### src/rtl/ysyx_040066_csr_trap.sv
// Machine-mode CSR file with trap/return sequencing for a single hart.
// Holds mstatus, mie, mtvec, mscratch, mepc, mcause, mtval, mip and mhartid.
// Takes synchronous exceptions and M-mode interrupts, and executes mret.
// Each of these issues a one-cycle redirect (jmp/nxtpc).
// Optional feature macro: CSR_COUNTERS_EN adds mcycle (0xB00) and minstret (0xB02).
module ysyx_040066_csr_trap #(
  parameter int XLEN        = 64,
  parameter int VECTORED_EN = 1
) (
  input  logic            clk,
  input  logic            rst,
  input  logic [11:0]     csr_rd_addr,
  output logic [XLEN-1:0] csr_rd_data,
  output logic            csr_rd_err,
  input  logic            csr_wen,
  input  logic [11:0]     csr_wr_addr,
  input  logic [XLEN-1:0] csr_wr_data,
  output logic            csr_wr_err,
  input  logic            exc_valid,
  input  logic [XLEN-1:0] exc_cause,
  input  logic [XLEN-1:0] exc_tval,
  input  logic [XLEN-1:0] pc,
  input  logic            ret,
  input  logic            int_window,
  input  logic            irq_msip,
  input  logic            irq_mtip,
  input  logic            irq_meip,
  input  logic            retire,
  output logic            busy,
  output logic            jmp,
  output logic [XLEN-1:0] nxtpc
);

  localparam logic [11:0] A_MSTATUS  = 12'h300;
  localparam logic [11:0] A_MIE      = 12'h304;
  localparam logic [11:0] A_MTVEC    = 12'h305;
  localparam logic [11:0] A_MSCRATCH = 12'h340;
  localparam logic [11:0] A_MEPC     = 12'h341;
  localparam logic [11:0] A_MCAUSE   = 12'h342;
  localparam logic [11:0] A_MTVAL    = 12'h343;
  localparam logic [11:0] A_MIP      = 12'h344;
  localparam logic [11:0] A_MHARTID  = 12'hF14;
  localparam logic [11:0] A_MCYCLE   = 12'hB00;
  localparam logic [11:0] A_MINSTRET = 12'hB02;

  // Fixed mstatus image: MPP=11, plus SXL/UXL=2 on RV64; bits 7 and 3 are zero here.
  localparam logic [63:0] MSTATUS_RST64 = (XLEN == 64) ? 64'h0000_000A_0000_1800
                                                       : 64'h0000_0000_0000_1800;

  typedef enum logic [1:0] {IDLE = 2'd0, TRAP = 2'd1, RET = 2'd2} state_t;

  state_t state, state_nxt;

  logic            mie_b, mpie_b;
  logic [XLEN-1:0] mie_r, mtvec_r, mscratch_r, mepc_r, mcause_r, mtval_r;
  logic            msip_p1, mtip_p1, meip_p1;
  logic [XLEN-1:0] mstatus_rd, mip_rd;
  logic            int_pend, trap_take, ret_take, wr_do;
  logic [3:0]      int_code;
  logic [XLEN-1:0] trap_base, trap_off;

`ifdef CSR_COUNTERS_EN
  logic [XLEN-1:0] mcycle_r, minstret_r;
`else
  logic            unused_retire;
  assign unused_retire = retire;
`endif

  // Addresses a CSR instruction may legally write.
  function automatic logic is_writable(input logic [11:0] a);
    logic ok;
    ok = (a == A_MSTATUS) || (a == A_MIE) || (a == A_MTVEC) || (a == A_MSCRATCH) ||
         (a == A_MEPC) || (a == A_MCAUSE) || (a == A_MTVAL);
`ifdef CSR_COUNTERS_EN
    ok = ok || (a == A_MCYCLE) || (a == A_MINSTRET);
`endif
    return ok;
  endfunction

  assign mstatus_rd = {MSTATUS_RST64[XLEN-1:8], mpie_b, MSTATUS_RST64[6:4], mie_b,
                       MSTATUS_RST64[2:0]};

  // Assemble mip from the registered interrupt lines; all other bits read zero.
  always_comb begin
    mip_rd     = '0;
    mip_rd[3]  = msip_p1;
    mip_rd[7]  = mtip_p1;
    mip_rd[11] = meip_p1;
  end

  // Pending-interrupt detection with MEI > MSI > MTI priority.
  always_comb begin
    logic [XLEN-1:0] act;
    act      = mip_rd & mie_r;
    int_code = 4'd0;
    if (act[11])     int_code = 4'd11;
    else if (act[3]) int_code = 4'd3;
    else if (act[7]) int_code = 4'd7;
    int_pend = int_window && mie_b && (act != '0);
  end

  assign trap_take = (state == IDLE) && (exc_valid || int_pend);
  assign ret_take  = (state == IDLE) && ret && !trap_take;
  assign wr_do     = (state == IDLE) && csr_wen && !csr_wr_err && !trap_take && !ret_take;

  assign csr_wr_err = csr_wen && !is_writable(csr_wr_addr);

  // Combinational CSR read with write-data forwarding.
  always_comb begin
    csr_rd_data = '0;
    csr_rd_err  = 1'b0;
    case (csr_rd_addr)
      A_MSTATUS:  csr_rd_data = mstatus_rd;
      A_MIE:      csr_rd_data = mie_r;
      A_MTVEC:    csr_rd_data = mtvec_r;
      A_MSCRATCH: csr_rd_data = mscratch_r;
      A_MEPC:     csr_rd_data = mepc_r;
      A_MCAUSE:   csr_rd_data = mcause_r;
      A_MTVAL:    csr_rd_data = mtval_r;
      A_MIP:      csr_rd_data = mip_rd;
      A_MHARTID:  csr_rd_data = '0;
`ifdef CSR_COUNTERS_EN
      A_MCYCLE:   csr_rd_data = mcycle_r;
      A_MINSTRET: csr_rd_data = minstret_r;
`endif
      default:    csr_rd_err  = 1'b1;
    endcase
    if (csr_wen && (csr_wr_addr == csr_rd_addr)) csr_rd_data = csr_wr_data;
  end

  // State register.
  always_ff @(posedge clk or negedge rst) begin
    if (!rst) state <= IDLE;
    else      state <= state_nxt;
  end

  // Next-state logic: TRAP and RET each last exactly one cycle.
  always_comb begin
    state_nxt = IDLE;
    case (state)
      IDLE: begin
        if (trap_take)     state_nxt = TRAP;
        else if (ret_take) state_nxt = RET;
        else               state_nxt = IDLE;
      end
      default: state_nxt = IDLE;
    endcase
  end

  // Trap target: direct base, or base + 4*code for vectored interrupts.
  always_comb begin
    trap_base = {mtvec_r[XLEN-1:2], 2'b00};
    trap_off  = '0;
    if ((VECTORED_EN != 0) && (mtvec_r[1:0] == 2'b01) && mcause_r[XLEN-1])
      trap_off = {mcause_r[XLEN-3:0], 2'b00};
  end

  // Redirect outputs driven from the current state.
  always_comb begin
    busy  = (state != IDLE);
    jmp   = 1'b0;
    nxtpc = '0;
    case (state)
      TRAP: begin
        jmp   = 1'b1;
        nxtpc = trap_base + trap_off;
      end
      RET: begin
        jmp   = 1'b1;
        nxtpc = mepc_r;
      end
      default: begin
        jmp   = 1'b0;
        nxtpc = '0;
      end
    endcase
  end

  // CSR state: trap/ret side effects take precedence over instruction writes.
  always_ff @(posedge clk or negedge rst) begin
    if (!rst) begin
      mie_b      <= 1'b0;
      mpie_b     <= 1'b0;
      mie_r      <= '0;
      mtvec_r    <= '0;
      mscratch_r <= '0;
      mepc_r     <= '0;
      mcause_r   <= '0;
      mtval_r    <= '0;
      msip_p1    <= 1'b0;
      mtip_p1    <= 1'b0;
      meip_p1    <= 1'b0;
    end else begin
      msip_p1 <= irq_msip;
      mtip_p1 <= irq_mtip;
      meip_p1 <= irq_meip;
      if (trap_take) begin
        mepc_r <= pc;
        if (exc_valid) begin
          mcause_r <= exc_cause;
          mtval_r  <= exc_tval;
        end else begin
          mcause_r <= {1'b1, {(XLEN-5){1'b0}}, int_code};
          mtval_r  <= '0;
        end
        mpie_b <= mie_b;
        mie_b  <= 1'b0;
      end else if (ret_take) begin
        mie_b  <= mpie_b;
        mpie_b <= 1'b1;
      end else if (wr_do) begin
        case (csr_wr_addr)
          A_MSTATUS: begin
            mie_b  <= csr_wr_data[3];
            mpie_b <= csr_wr_data[7];
          end
          A_MIE:      mie_r      <= csr_wr_data;
          A_MTVEC:    mtvec_r    <= csr_wr_data;
          A_MSCRATCH: mscratch_r <= csr_wr_data;
          A_MEPC:     mepc_r     <= csr_wr_data;
          A_MCAUSE:   mcause_r   <= csr_wr_data;
          A_MTVAL:    mtval_r    <= csr_wr_data;
          default: ;
        endcase
      end
    end
  end

`ifdef CSR_COUNTERS_EN
  // Free-running counters; an instruction write overrides that cycle's increment.
  always_ff @(posedge clk or negedge rst) begin
    if (!rst) begin
      mcycle_r   <= '0;
      minstret_r <= '0;
    end else begin
      if (wr_do && (csr_wr_addr == A_MCYCLE)) mcycle_r <= csr_wr_data;
      else                                    mcycle_r <= mcycle_r + 1'b1;
      if (wr_do && (csr_wr_addr == A_MINSTRET)) minstret_r <= csr_wr_data;
      else if (retire)                          minstret_r <= minstret_r + 1'b1;
    end
  end
`endif

endmodule

### config.mk
export PLATFORM = sky130hd
export DESIGN_NAME = ysyx_040066_csr_trap
export DESIGN_NICKNAME = d
export VERILOG_FILES = /design/src/rtl/ysyx_040066_csr_trap.sv
export SDC_FILE = /design/constraint.sdc
export NUM_CORES = 1
export LEC_CHECK = 0
export ABC_AREA = 1
export BUFFER_PORTS_ARGS = -buffer_cell sky130_fd_sc_hd__buf_2
export CAP_MARGIN = 10
export CORE_MARGIN = 3
export CORE_UTILIZATION = 30
export DETAILED_ROUTE_END_ITERATION = 7
export GPL_TIMING_DRIVEN = 1
export HOLD_SLACK_MARGIN = 0.06
export PLACE_DENSITY_LB_ADDON = 0.3
export SLEW_MARGIN = 5
export SYNTH_ARGS = -nofsm -noshare
export SYNTH_HDL_FRONTEND = slang
export SYNTH_SLANG_ARGS = --single-unit
### constraint.sdc
create_clock -name clk -period 2.7 [get_ports clk]
set_input_delay 0.54 -clock clk [delete_from_list [all_inputs] [get_ports clk]]
set_output_delay 0.54 -clock clk [all_outputs]
set_load 0.01 [all_outputs]
==> results of run 1 <==
==> kinds of logic after synthesis <==
group	Yosys count	share of synthesized area, %
buf+inv	735	10.3
compound gates	229	4.16
flops	391	34.0
xor+xnor	4	0.122
fa+ha+maj	65	2.85
simple gates	3428	48.5
==> worst reg2reg max path, delay by kind of cell, from the launching register on <==
| kind | cells | cell delay [ns] |
|---|---|---|
| buffers and inverters | 2 | 0.49 |
| and+or+nand+nor | 11 | 1.44 |
| DFF | 1 | 0.41 |
==> metrics by stage <==
| stage | hold slack [ns] | util, % |
|---|---|---|
| after global placement | 0.454 | 37.9 |
| final | 0.226 | 41.6 |
| after detailed placement | 0.459 | 37.9 |
| after CTS | 0.196 | 40.9 |
| after floorplan | 0.244 | - |
| after global routing | 0.224 | 41.6 |
==> registers in the layout, summed over array words and instances, names as in the netlist <==
| register | count |
|---|---|
| mcause_r | 64 |
| msip_p1 | 1 |
| mie_b | 1 |
| mpie_b | 1 |
| mepc_r | 64 |
| meip_p1 | 1 |
| state | 2 |
| mtval_r | 64 |
| mie_r | 64 |
| mtip_p1 | 1 |
| mscratch_r | 64 |
| mtvec_r | 64 |
==> worst max-delay path by stage <==
| stage | start | cells after the start | slack [ns] | end |
|---|---|---|---|---|
| after floorplan | mtvec_r[1] | 19 | -0.01 | nxtpc[58] |
| after global placement | mcause_r[63] | 16 | -0.95 | nxtpc[58] |
| after detailed placement | mtvec_r[1] | 16 | -0.89 | nxtpc[56] |
| after CTS | mtvec_r[1] | 19 | -1.19 | nxtpc[44] |
| after global routing | mtvec_r[1] | 19 | -1.40 | nxtpc[44] |
| final | mtvec_r[1] | 19 | -1.19 | nxtpc[44] |
==> synth_stat cells (all sizes together) <==
cell	count
a211oi	1
a221oi	2
and2	4
a311oi	1
clkbuf	107
a32o	2
fa	1
a21boi	1
nand4	63
o22ai	8
xnor2	2
nor4	2
nand3	595
or2	5
a21oi	58
nor3	24
inv	489
buf	136
xor2	2
nand3b	13
nand2	2445
ha	64
clkinv	3
a22o	1
nor2	277
dfrtp	391
o21ai	151
o21bai	4
==> layout make-up <==
cell class | instances | share of cell area (%)
clock buffer | 66 | 3.39
timing repair buffer | 919 | 17.4
inverter | 492 | 4.74
multi-input combinational | 3726 | 44.9
clock inverter | 13 | 0.575
sequential | 391 | 25.0
tap | 1254 | 4.01
antenna | 6 | 0.0383
==> per-layer routing <==
layer,vias to the layer above,global-route usage [%]
li1,16500,-
met1,16200,40.5
met2,1503,43.5
met3,233,5.64
met4,14,7.75
met5,-,0
==> power by group through the flow <==
stage                     sequential, W  clock [W]  combinational [W]
final                           0.00696    0.00660            0.00296
after CTS                       0.00694    0.00666            0.00292
after global routing            0.00701    0.00688            0.00324
after global placement          0.00702          0            0.00284
after floorplan                 0.00685          0            0.00134
after detailed placement        0.00704          0            0.00287
==> what timing repair did <==
item,CTS,global route
gates resized for setup,305,134
hold endpoints to repair,56,0
hold buffers,4,0
gates cloned,2,1
endpoints found under the setup margin,126,129
pin swaps,35,20
setup buffers,21,5
==> impl_metrics.csv, run 1 <==
group,metric,value,unit
cells_and_area,layout_common_cells,"nand2_1 (2298), nand3_1 (567), inv_1 (473)",
clocking,cts_buffer_depth,3,
die,std_cell_rows,112,
place,place.port_buffers,420,
clocking,clk_pin_slew_worst_paths,0.07,ns
cells_and_area,drive_gt1_share,24.4,%
cells_and_area,final_cells,6867,
worst_setup_path,arrival,3.35,ns
clocking,clock_latency,0.60,ns
pwr,switching_share,31.1,%
pwr,power_leakage,22.7,nW
pwr,vdd_drop_max,0.384,mV
synthesis,ys_seq_area_share,34.0,%
worst_setup_path,slowest_stage,"dfrtp_1",
detailed_routing,antenna_left,0,
cells_and_area,design_area,39200,um^2
worst_setup_path,max_stage_delay,0.39,ns
worst_setup_path,crit_type,"register to output port",
synthesis,yosysTopAreaCell,"dfrtp_1",
place,dp_slack,-0.886,ns
hold_path,min_path_cells,5,
clocking,clock_sinks,391,
synthesis,syn_inst,4852,
place,gp_congestion,0.986,
synthesis,netlist_area,28800,um^2
cells_and_area,area_growth_syn_to_layout,36.1,%
clocking,cts_tree,"built",
detailed_routing,m1WireLength,65300,um
synthesis,avgSynthCellArea,5.93,um^2
pwr,p_seq_share,42.1,%
die,chipHeight,316,um
detailed_routing,firstDrtPassIters,6,
clocking,cts_root_buffer,"clkbuf_16",
detailed_routing,highest_layer,"met5",
pwr,pwr_density_cell,422,nW/um^2
synthesis,synth_top_cell_area_share,34.0,%
timing,timing.final.crit_period,3.89,ns
die,num_io_pins,422,
timing,hold_viol,0,
pwr,p_total,0.0165,W
synthesis,yosys-top-cells-area,"dfrtp_1 (34%), nand2_1 (32%), nand3_1 (10%), inv_1 (6.3%), nor2_1 (3.5%)",
worst_setup_path,crit_top_cell,"nand2_1",
cells_and_area,fill_cells,10100,
global_route,antenna_found_initial,16,
worst_setup_path,crit_chain,"inv_2 -> nand3_4 -> buf_12 -> buf_16 -> nor2_1 -> ha_4 -> nand2_1 -> nand2_1 -> a21oi_2 -> nand2_1 -> nand2_1 -> nand2_1 -> buf_4 -> inv_1 -> nand2_1 -> nand2_1 -> nand3_1 -> nand2_1 -> buf_2",
detailed_routing,drc,0,
hold_path,min_to,"mepc_r[11]",
timing,setup_slack,-1.19,ns
synthesis,ys_types,41,
detailed_routing,post_drt_wl_per_cell,21.2,um
worst_setup_path,crit_fanout,9,
timing,finalCritPeriodShare,144,%
timing,rsz0062_at_grt,"yes",
die,die_w,316,um
worst_setup_path,worstRegToRegCells,13,
place,dp_hpwl,111000,um
global_route,grt_pass1_wl,214000,um
global_route,gr-total-overflow,0,
hold_path,hp-class,"primary input to register",
worst_setup_path,path_delay_family,"simple AND/OR/NAND/NOR gates",
run_status,status,"finished, violations left",
run_status,violations,"setup timing",
timing,clock_skew,0.0263,ns
timing,maxSlewHeadroom,45.1,%
detailed_routing,wl_met3,13000,um
die,die_area,99700,um^2
synthesis,ys_seq_elements,391,
worst_setup_path,end_kind,"output port",
worst_setup_path,worstReg2RegStart,"mie_r[11]",
global_route,grt_use_total,28.4,%
place,postPlaceCellArea,35700,um^2
cells_and_area,nets,5931,
die,start_util,30.6,%
die,core_area,94200,um^2
clocking,htreeDepth,2,
worst_setup_path,r2r-end,"mie_r[25]",
global_route,grt_pass1_vias,33100,
worst_setup_path,worst-path-buf-inv,6,
pwr,internal-power,0.0114,W
place,place_inst,6749,
pwr,p_switching,0.00514,W
worst_setup_path,crit_required,2.16,ns
pwr,comb_power_share,17.9,%
worst_setup_path,rrSetupSlack,0.22,ns
flow_run,max_cap_viol_count,0,
detailed_routing,drt_iter0_markers,3689,
cells_and_area,multiInputGateArea,17600,um^2
timing,setup_violations,126,
clocking,cts_buffers,46,
cells_and_area,final_common_cell,"nand2_1",
pwr,clkPwrFrac,39.9,%
detailed_routing,dr_wl_met2,62600,um
detailed_routing,via_count,34500,
timing,worst_slew_pin_slew,0.824,ns
global_route,grt_max_degree,126,
detailed_routing,avgViaCountPerCell,5.02,
synthesis,yosysWarnings,0,
worst_setup_path,start_kind,"register",
timing,tns,-74.87,ns
timing,max_freq,257,MHz
synthesis,synth.net_count,5207,
cells_and_area,regArea,9780,um^2
detailed_routing,wirelength,146000,um
timing,final_max_slew_viol_count,0,
hold_path,hp-start,"pc[11]",
(Power assumes the default switching activity.)
==> run 2: changes to the inputs <==
SETUP_SLACK_MARGIN = 0.02   (was default)
SLEW_MARGIN = default   (was 5)
==> impl_metrics.csv, run 2 (synthesis results as in run 1) <==
group,metric,value,unit
die,num_io_pins,422,
pwr,p_seq_share,42.1,%
pwr,clkPwrFrac,39.1,%
worst_setup_path,crit_required,2.16,ns
die,core_area,94200,um^2
timing,hold_viol,0,
hold_path,hp-class,"primary input to register",
detailed_routing,post_drt_wl_per_cell,22.3,um
place,postPlaceCellArea,35900,um^2
timing,setup_slack,-1.29,ns
timing,final_max_slew_viol_count,0,
timing,clock_skew,0.0270,ns
cells_and_area,final_common_cell,"nand2_1",
clocking,cts_buffer_depth,3,
timing,rsz0062_at_grt,"yes",
worst_setup_path,crit_fanout,5,
worst_setup_path,slowest_stage,"dfrtp_1",
pwr,power_leakage,25.2,nW
place,place.port_buffers,420,
detailed_routing,drt_iter0_markers,3900,
clocking,cts_root_buffer,"clkbuf_16",
pwr,internal-power,0.0113,W
cells_and_area,fin_util,46.7,%
clocking,clk_pin_slew_worst_paths,0.07,ns
clocking,clock_latency,0.61,ns
timing,finalCritPeriodShare,148,%
worst_setup_path,crit_top_cell,"nand2_1",
pwr,vdd_drop_max,0.381,mV
cells_and_area,area_growth_syn_to_layout,52.8,%
run_status,violations,"setup timing",
run_status,status,"finished, violations left",
detailed_routing,drc,0,
die,std_cell_rows,112,
global_route,grt_util_met2,45.4,%
timing,setup_violations,126,
pwr,comb_power_share,18.8,%
die,chipHeight,316,um
pwr,pwr_density_cell,378,nW/um^2
global_route,gr-total-overflow,0,
detailed_routing,firstDrtPassIters,6,
global_route,grt_use_met1,41.9,%
worst_setup_path,crit_type,"register to output port",
timing,maxSlewHeadroom,42.6,%
cells_and_area,nets,6037,
worst_setup_path,max_stage_delay,0.39,ns
worst_setup_path,end_kind,"output port",
cells_and_area,drive_gt1_share,35.1,%
global_route,grt.busiest_layer,"met2",
global_route,grt_use_met3,6.38,%
global_route,grt_pass1_vias,34500,
die,start_util,30.6,%
clocking,htreeDepth,2,
cells_and_area,design_area,44000,um^2
global_route,grt_pass1_wl,224000,um
detailed_routing,avgViaCountPerCell,5.18,
worst_setup_path,arrival,3.45,ns
pwr,switching_share,32.0,%
pwr,p_switching,0.00532,W
clocking,cts_buffers,46,
die,die_area,99700,um^2
die,die_w,316,um
clocking,clock_sinks,391,
worst_setup_path,start_kind,"register",
place,place_inst,6767,
flow_run,max_cap_viol_count,0,
timing,max_freq,251,MHz
worst_setup_path,crit_chain,"inv_2 -> nand3_4 -> buf_12 -> buf_16 -> nor2_4 -> ha_4 -> nand2_4 -> nand2_4 -> inv_2 -> nand2_1 -> nand2_1 -> nand3b_1 -> nand2_1 -> nand2_2 -> buf_6 -> o21ai_2 -> o21ai_2 -> buf_4 -> buf_4",
cells_and_area,final_cells,6975,
detailed_routing,via_count,36100,
global_route,antenna_found_initial,15,
clocking,cts_tree,"built",
place,dp_hpwl,111000,um
timing,worst_slew_pin_slew,0.860,ns
detailed_routing,antenna_left,0,
cells_and_area,layout_common_cells,"nand2_1 (1968), nand3_1 (543), buf_4 (409)",
place,gp_congestion,0.987,
timing,tns,-86.79,ns
worst_setup_path,path_delay_family,"simple AND/OR/NAND/NOR gates",
global_route,grt_use_total,29.9,%
global_route,grt_max_degree,126,
worst_setup_path,worst-path-buf-inv,7,
detailed_routing,wirelength,156000,um
timing,timing.final.crit_period,3.99,ns
run 2: cell types whose count changed in the layout (fill, tap and decap cells not counted), moves of 53 or more:
cell	delta
buf_2	-53
buf_6	+111
inv_1	-67
inv_2	+61
nand2_1	-330
nand2_2	+205
nand2_4	+118
run 2: layout make-up:
cell class / instances / area (um^2)
Fill cell: 9622 / 50200
Multi-Input combinational cell: 3726 / 20200
Sequential cell: 391 / 9780
Timing Repair Buffer: 1024 / 8950
Inverter: 492 / 1890
Tap cell: 1254 / 1570
Clock buffer: 71 / 1360
Clock inverter: 11 / 166
Antenna cell: 5 / 12.5
Timing Repair inverter: 1 / 8.76
run 2: power by group through the flow:
stage	logic (W)	clock network, W	registers, W
final	0.00313	0.00650	0.00699
after global routing	0.00339	0.00679	0.00704
after CTS	0.00300	0.00654	0.00696
after detailed placement	0.00286	0	0.00704
after global placement	0.00284	0	0.00703
after floorplan	0.00134	0	0.00685
run 2: worst paths after layout:
path / cells after the start / slack (ns) / from / endpoint
max in group asynchronous: 4 / 1.39 / rst / mepc_r[17]
worst max register to register: 13 / 0.18 / mie_r[3] / mie_r[39]
worst min-delay path: 3 / 0.22 / csr_wr_data[13] / mscratch_r[13]
worst max-delay path: 19 / -1.29 / mtvec_r[1] / nxtpc[19]
min in group asynchronous: 2 / 0.46 / rst / mepc_r[42]
worst min register to register: 2 / 0.47 / mie_r[14] / mie_r[14]
run 2: through the flow:
stage                     hold slack [ns]  power (W)  setup WS [ns]
after floorplan                     0.244    0.00819      -0.000700
after global placement              0.454    0.00987         -0.908
after detailed placement            0.458    0.00990         -0.901
after CTS                           0.206     0.0165          -1.22
after global routing                0.229     0.0172          -1.37
final                               0.218     0.0166          -1.29
run 2: tightest hold or removal path, cell delays in order:
cell and delay [ns]:
buf_2 0.14, nand2_1 0.07, nand2_1 0.04
run 2: what timing repair did:
| action | CTS | global route |
|---|---|---|
| endpoints found under the hold margin | 30 | 0 |
| resized for setup | 868 | 521 |
| gates cloned | 27 | 4 |
| pin swaps | 198 | 236 |
| hold buffers | 4 | 0 |
| buffers inserted | 81 | 47 |
| setup endpoints to repair | 126 | 202 |
run 2: layer usage:
| metal | part of all wire (%) | vias up |
|---|---|---|
| met4 | 4.0 | 16 |
| met5 | 0.066 | - |
| li1 | - | 16700 |
| met3 | 9.6 | 305 |
| met1 | 43 | 17300 |
| met2 | 43 | 1721 |
